**config.mk**
```make
export PLATFORM = sky130hd
export DESIGN_NAME = mem_dump_reader
export DESIGN_NICKNAME = d
export VERILOG_FILES = /design/src/rtl/mem_dump_reader.sv
export SDC_FILE = /design/constraint.sdc
export NUM_CORES = 1
export LEC_CHECK = 0
export ABC_AREA = 1
export BUFFER_PORTS_ARGS = -buffer_cell sky130_fd_sc_hd__buf_4
export CAP_MARGIN = 20
export CORE_ASPECT_RATIO = 0.6
export CORE_MARGIN = 2
export CORE_UTILIZATION = 45
export CTS_BUF_LIST = sky130_fd_sc_hd__clkbuf_16
export DETAILED_ROUTE_END_ITERATION = 7
export PLACE_DENSITY = 0.81
export SLEW_MARGIN = 20
export SYNTH_ARGS = -nofsm -noshare
export SYNTH_HDL_FRONTEND = slang
export SYNTH_SLANG_ARGS = --single-unit
```
**constraint.sdc**
```tcl
create_clock -name clk -period 1.89 [get_ports clk]
set_input_delay 0.189 -clock clk [delete_from_list [all_inputs] [get_ports clk]]
set_output_delay 0.189 -clock clk [all_outputs]
set_load 0.01 [all_outputs]
```
**src/rtl/mem_dump_reader.sv**
```systemverilog
// mem_dump_reader
//   Read-only bus initiator for a synchronous SRAM port. On a start strobe it
//   walks word_count consecutive word addresses beginning at base_addr, reads
//   each word, and presents it on a valid/ready stream along with the address
//   it came from. It takes the place of a core's data-memory port on the
//   memory-side mux so memory can be dumped after a run.
//
// Ports
//   clk, rst          rising-edge clock, asynchronous active-low reset
//   start, abort      command strobe / cancel of the running dump
//   base_addr         first word address (sampled with start)
//   word_count        number of words to read (sampled with start)
//   busy, done        activity flag / one-cycle completion pulse
//   mem_oe, mem_web   SRAM output enable / byte write enables (active-low)
//   mem_addr, mem_DI  SRAM address / write data (never written)
//   mem_DO            SRAM read data, valid the cycle after it is addressed
//   out_valid/ready   stream handshake
//   out_data/addr     word read and the address it was read from
module mem_dump_reader #(
  parameter int ADDR_SIZE = 32,
  parameter int WORD_SIZE = 32,
  parameter int BYTES     = 4,
  parameter int CNT_SIZE  = 16,
  parameter int ADDR_STEP = 1
) (
  input  logic                 clk,
  input  logic                 rst,
  input  logic                 start,
  input  logic                 abort,
  input  logic [ADDR_SIZE-1:0] base_addr,
  input  logic [CNT_SIZE-1:0]  word_count,
  output logic                 busy,
  output logic                 done,
  output logic                 mem_oe,
  output logic [BYTES-1:0]     mem_web,
  output logic [ADDR_SIZE-1:0] mem_addr,
  output logic [WORD_SIZE-1:0] mem_DI,
  input  logic [WORD_SIZE-1:0] mem_DO,
  output logic                 out_valid,
  input  logic                 out_ready,
  output logic [WORD_SIZE-1:0] out_data,
  output logic [ADDR_SIZE-1:0] out_addr
);

  typedef enum logic [2:0] {
    IDLE,
    READ,
    WAIT,
    OUT,
    DONE
  } state_t;

  localparam logic [ADDR_SIZE-1:0] STEP = ADDR_SIZE'(ADDR_STEP);
  localparam logic [CNT_SIZE-1:0]  ONE  = CNT_SIZE'(1);

  state_t               state_reg;
  logic [ADDR_SIZE-1:0] addr_reg;
  logic [CNT_SIZE-1:0]  remaining_reg;
  logic [ADDR_SIZE-1:0] addr_next;

  // Natural modulo-2^ADDR_SIZE wrap is the intended behaviour at the top of
  // the address space.
  assign addr_next = addr_reg + STEP;

  // The reader never writes the SRAM.
  assign mem_web = '1;
  assign mem_DI  = '0;

  always_ff @(posedge clk or negedge rst) begin
    if (!rst) begin
      state_reg     <= IDLE;
      addr_reg      <= '0;
      remaining_reg <= '0;
      busy          <= 1'b0;
      done          <= 1'b0;
      mem_oe        <= 1'b0;
      mem_addr      <= '0;
      out_valid     <= 1'b0;
      out_data      <= '0;
      out_addr      <= '0;
    end else if (abort && state_reg != IDLE) begin
      // Cancel wins over everything, including a handshake in the same
      // cycle; a held word is simply dropped and no done pulse is given.
      state_reg <= IDLE;
      busy      <= 1'b0;
      done      <= 1'b0;
      mem_oe    <= 1'b0;
      out_valid <= 1'b0;
    end else begin
      case (state_reg)
        IDLE: begin
          done <= 1'b0;
          if (start) begin
            if (word_count != '0) begin
              addr_reg      <= base_addr;
              remaining_reg <= word_count;
              // Drive the SRAM request already in the READ cycle so the
              // SRAM samples it on the READ exit edge.
              mem_addr      <= base_addr;
              mem_oe        <= 1'b1;
              busy          <= 1'b1;
              state_reg     <= READ;
            end else begin
              done      <= 1'b1;
              state_reg <= DONE;
            end
          end
        end

        READ: begin
          // Request is on the bus; data appears during WAIT.
          state_reg <= WAIT;
        end

        WAIT: begin
          out_data  <= mem_DO;
          out_addr  <= addr_reg;
          out_valid <= 1'b1;
          mem_oe    <= 1'b0;
          state_reg <= OUT;
        end

        OUT: begin
          if (out_valid && out_ready) begin
            out_valid     <= 1'b0;
            remaining_reg <= remaining_reg - ONE;
            addr_reg      <= addr_next;
            if (remaining_reg > ONE) begin
              mem_addr  <= addr_next;
              mem_oe    <= 1'b1;
              state_reg <= READ;
            end else begin
              busy      <= 1'b0;
              done      <= 1'b1;
              state_reg <= DONE;
            end
          end
        end

        DONE: begin
          done      <= 1'b0;
          state_reg <= IDLE;
        end

        default: begin
          state_reg <= IDLE;
          busy      <= 1'b0;
          done      <= 1'b0;
          mem_oe    <= 1'b0;
          out_valid <= 1'b0;
        end
      endcase
    end
  end

endmodule
```
==> results by stage <==
Worst setup path:
- The register-to-register path setup slack is 0.09 ns.
- The worst setup path is captured at a flip-flop.
- Measured in cells, the most critical reg-to-reg path has a length of 10.
- The critical path launch point type is a flip-flop.
- The cell with the largest stage delay on the worst path is sky130_fd_sc_hd__dfrtp_1.
- The classification of the worst setup path is reg -> reg.
- The maximum single-stage delay on the critical path is 0.42 ns.
- The cell repeated most along the worst path is sky130_fd_sc_hd__nand2_1.
- Walking the worst path, the cells encountered are nor2_1 -> nand2_1 -> nor2_1 -> nand3_2 -> nor2_4 -> nor2_4 -> buf_12 -> buf_12 -> nand2_1 -> nand2_1.
- The data arrival time of the critical path is about 2.1 ns.
- At the worst endpoint, the required time is 2.19 ns.
- In this run the worst path has a maximum fanout of 18.

Clock tree:
- The total number of H-tree levels is 4.
- The later pin in the worst-skew pair is clocked with a latency of 0.42 ns.
- The number of buffers created by CTS is 17.
- The cell at the root of the clock tree is sky130_fd_sc_hd__clkbuf_16.
- Counting every sink on the clock net gives 151.
- TritonCTS built the clock tree.
- Clock-pin slew was measured on the worst setup and hold paths at approximately 0.07 ns.
- The clock passes through at most 2 buffers.

Layout:
- In the layout the commonest cells are 416 x sky130_fd_sc_hd__nand2_1, 213 x sky130_fd_sc_hd__buf_4, 146 x sky130_fd_sc_hd__dfrtp_1.
- Of the cells placed in the final design, the portion with a size suffix greater than 1 is 0.271.
- The net count of the finished layout is 1354.
- The utilization after layout is 0.625.
- The leading cell type in the layout, fill and taps excluded is sky130_fd_sc_hd__nand2_1.
- The number of diodes added for antenna fixing is 0.
- Compared with the post-synthesis result, the final layout area differs by 34.8%.

Synthesis:
- By area the synthesized netlist is led by sky130_fd_sc_hd__dfrtp_1 47%, sky130_fd_sc_hd__nand2_1 20%, sky130_fd_sc_hd__mux2_2 6.2%.
- The cell area after synthesis is 8020 um2.
- In this run the mean area of a mapped cell was 7.80 um2.
- Of the post-synthesis cell area, the dominant cell type holds 0.471.
- The post-synthesis cell type count is 32.
- The share of the Yosys chip area taken by registers is 0.471.
- Yosys printed 0 warnings.
- The post-synthesis instance total is 1028.
- The flop and latch count out of synthesis is 151.
- The synthesized design spends more area on one cell type than any other, namely sky130_fd_sc_hd__dfrtp_1.

Die:
- The floorplan step defined a core boundary enclosing 17300 um2.
- Measured along the x axis, the die boundary spans 176 um.
- The boundary pin count is around 220.
- The starting density of the core is 0.463.
- The die outline area is about 19000 um2.
- From bottom edge to top edge, the die measures approximately 110 um.
- The row count is 37.

STA:
- Setup repair after global routing could not meet its margin everywhere.
- The tightest hold path in the finished design has a slack of 0.00809 ns.
- Clock skew on the completed layout was measured at 0.0138 ns.
- The final period demand of the worst path is 1.80 ns.
- The number of endpoints with negative hold slack in the final report is 0.
- The number of max-slew violations in the final report came to 0.
- The fmax is ~0.55 GHz.
- The setup-violating endpoint count in the final report is 0.
- The post-route clock period utilization is 0.953.

Power:
- Summing internal, switching and leakage power gives 19.1 mW.
- The clock group share of total power is 0.180.
- The internal power consumption is 10.9 mW.
- The analysis attributes to cell leakage a power of 5.46 nW.
- Of the total power, combinational logic draws 0.490.
- The peak supply drop is 0.920 mV.
- The power per cell area is ~1800 nW/um2.
- The net switching fraction of the power is 0.430.
- The net switching power figure is 8.19 mW.
- The sequential share of power is 0.330.

Run:
- Across the run, the number of max-cap violations was 0.

GRT:
- The total routing usage reported by global routing is 0.277.
- Summed over all layers, the global routing overflow is 0.
- The via count of the first global-routing pass is 7249.
- The wire length of the first global-routing pass is between 30000 and 40000 um.
- The maximum number of pins on one net before global-route repair is 55.
- The number of antenna violations at the first check in global routing is 0.

Routing:
- The DRC violation count after routing is 0.
- The routed wire length is 25800 um.
- The count of nets left with antenna violations once routing finished came out at 0.
- The detailed-routing iteration count for the pre-antenna-repair pass is 6.
- The overall via count from detail_route is 7742.
- After detailed routing, the average wire length per cell comes to 17.1 um.
- The first-iteration detailed-routing DRC count is a little over 800.
- Dividing the detail-routed via count by the number of cells gives 5.12.

Min path:
- The number of instances on the worst hold path is 2.
- The type of the most critical hold path is in -> reg.

Placement:
- The global placement routability congestion is just over 0.9.
- Once detailed placement completed, the half-perimeter wirelength came to 18400 um.
- The number of input and output port buffers inserted is 184.

Outcome:
- The run finished with clean final reports.
==> area by class of cell <==
type	instances	area, um2
fill	1476	6500
sequential	151	3780
tap	234	293
multi-input combinational	778	3750
timing repair buffer	257	2170
clock inverter	15	159
clock buffer	17	425
inverter	61	231
==> stage by stage <==
stage                     instance area, um2  worst slack, ns  instances  TNS (ns)
after CTS                              10700          0.00192       1508         0
after floorplan                         8150            0.183       1062         0
after detailed placement                9760          -0.0989       1446     -1.77
after global routing                   10800         -0.00689       1513  -0.00689
after global placement                  9760          -0.0757       1446    -0.656
final                                  10800           0.0880       1513         0
==> critical path: cells and delay by family (launching register included) <==
kind | cells | cell delay (ns)
buffers and inverters | 2 | 0.30
AND/OR/NAND/NOR | 8 | 0.96
flip-flops | 1 | 0.42
==> cell families (layout without fill, tap and decap cells) <==
logic type                 after synthesis  count (layout)  synth area share
AOI/OAI and AO/OA                       80              80            0.0594
xor gates and xnor gates                 7               7           0.00764
adders and majority gates                3               3           0.00468
buffers and inverters                  133             350            0.0897
DFF                                    151             151             0.471
muxes                                   44              44            0.0618
other                                    2              36          0.000936
and+or+nand+nor                        608             608             0.305
==> final timing paths <==
check	startpoint	to
hold reg to reg	mem_addr[10]	mem_addr[10]
setup reg to reg	remaining_reg[6]	mem_addr[6]
setup / recovery	remaining_reg[6]	mem_addr[6]
hold / removal	mem_DO[2]	out_data[2]
max in group asynchronous	rst	addr_reg[25]
min in group asynchronous	rst	remaining_reg[4]
==> synthesized netlist by cell type <==
cell / count
sky130_fd_sc_hd__nand2_1: 420
sky130_fd_sc_hd__dfrtp_1: 151
sky130_fd_sc_hd__nor2_1: 94
sky130_fd_sc_hd__nand3_1: 72
sky130_fd_sc_hd__inv_1: 60
sky130_fd_sc_hd__mux2_2: 44
sky130_fd_sc_hd__buf_4: 42
sky130_fd_sc_hd__o21ai_0: 41
sky130_fd_sc_hd__o21a_1: 21
sky130_fd_sc_hd__buf_2: 12
sky130_fd_sc_hd__or2_2: 10
sky130_fd_sc_hd__a21oi_1: 9
sky130_fd_sc_hd__clkbuf_1: 8
sky130_fd_sc_hd__buf_6: 6
sky130_fd_sc_hd__buf_1: 4
sky130_fd_sc_hd__o21bai_1: 4
sky130_fd_sc_hd__xor2_1: 4
sky130_fd_sc_hd__ha_1: 3
sky130_fd_sc_hd__nor2_4: 3
sky130_fd_sc_hd__nor3_1: 3
sky130_fd_sc_hd__xnor2_1: 3
sky130_fd_sc_hd__conb_1: 2
sky130_fd_sc_hd__nand4_1: 2
sky130_fd_sc_hd__o211ai_1: 2
sky130_fd_sc_hd__a21boi_0: 1
sky130_fd_sc_hd__a21oi_2: 1
sky130_fd_sc_hd__and2_1: 1
sky130_fd_sc_hd__inv_4: 1
sky130_fd_sc_hd__nand2_2: 1
sky130_fd_sc_hd__nand3_2: 1
sky130_fd_sc_hd__nand3b_1: 1
sky130_fd_sc_hd__o31ai_1: 1
==> per-layer routing <==
layer | share of wire | track usage | wire length, um
met5 | 0 | 0 | 0
met4 | 0.0086 | 0.0478 | 221
met3 | 0.14 | 0.105 | 3680
met2 | 0.40 | 0.378 | 10200
met1 | 0.45 | 0.417 | 11700
==> power groups by stage <==
stage,logic [mW],clock network [mW],registers (mW)
2_1_floorplan,4.78,0,6.33
3_3_place_gp,8.72,0,6.18
3_5_place_dp,8.90,0,6.21
4_1_cts,9.11,3.46,6.20
5_1_grt,10.3,3.63,6.46
6_report,9.35,3.43,6.28
==> repair_timing <==
| action | CTS | global route |
|---|---|---|
| cloned | 0 | 1 |
| hold buffers | 28 | 2 |
| gates resized for setup | 3 | 30 |
| hold endpoints to repair | 70 | 2 |
| setup endpoints to repair | 38 | 84 |
| pin swaps | 1 | 4 |
| setup buffers | 2 | 2 |
(Power assumes the default switching activity.)
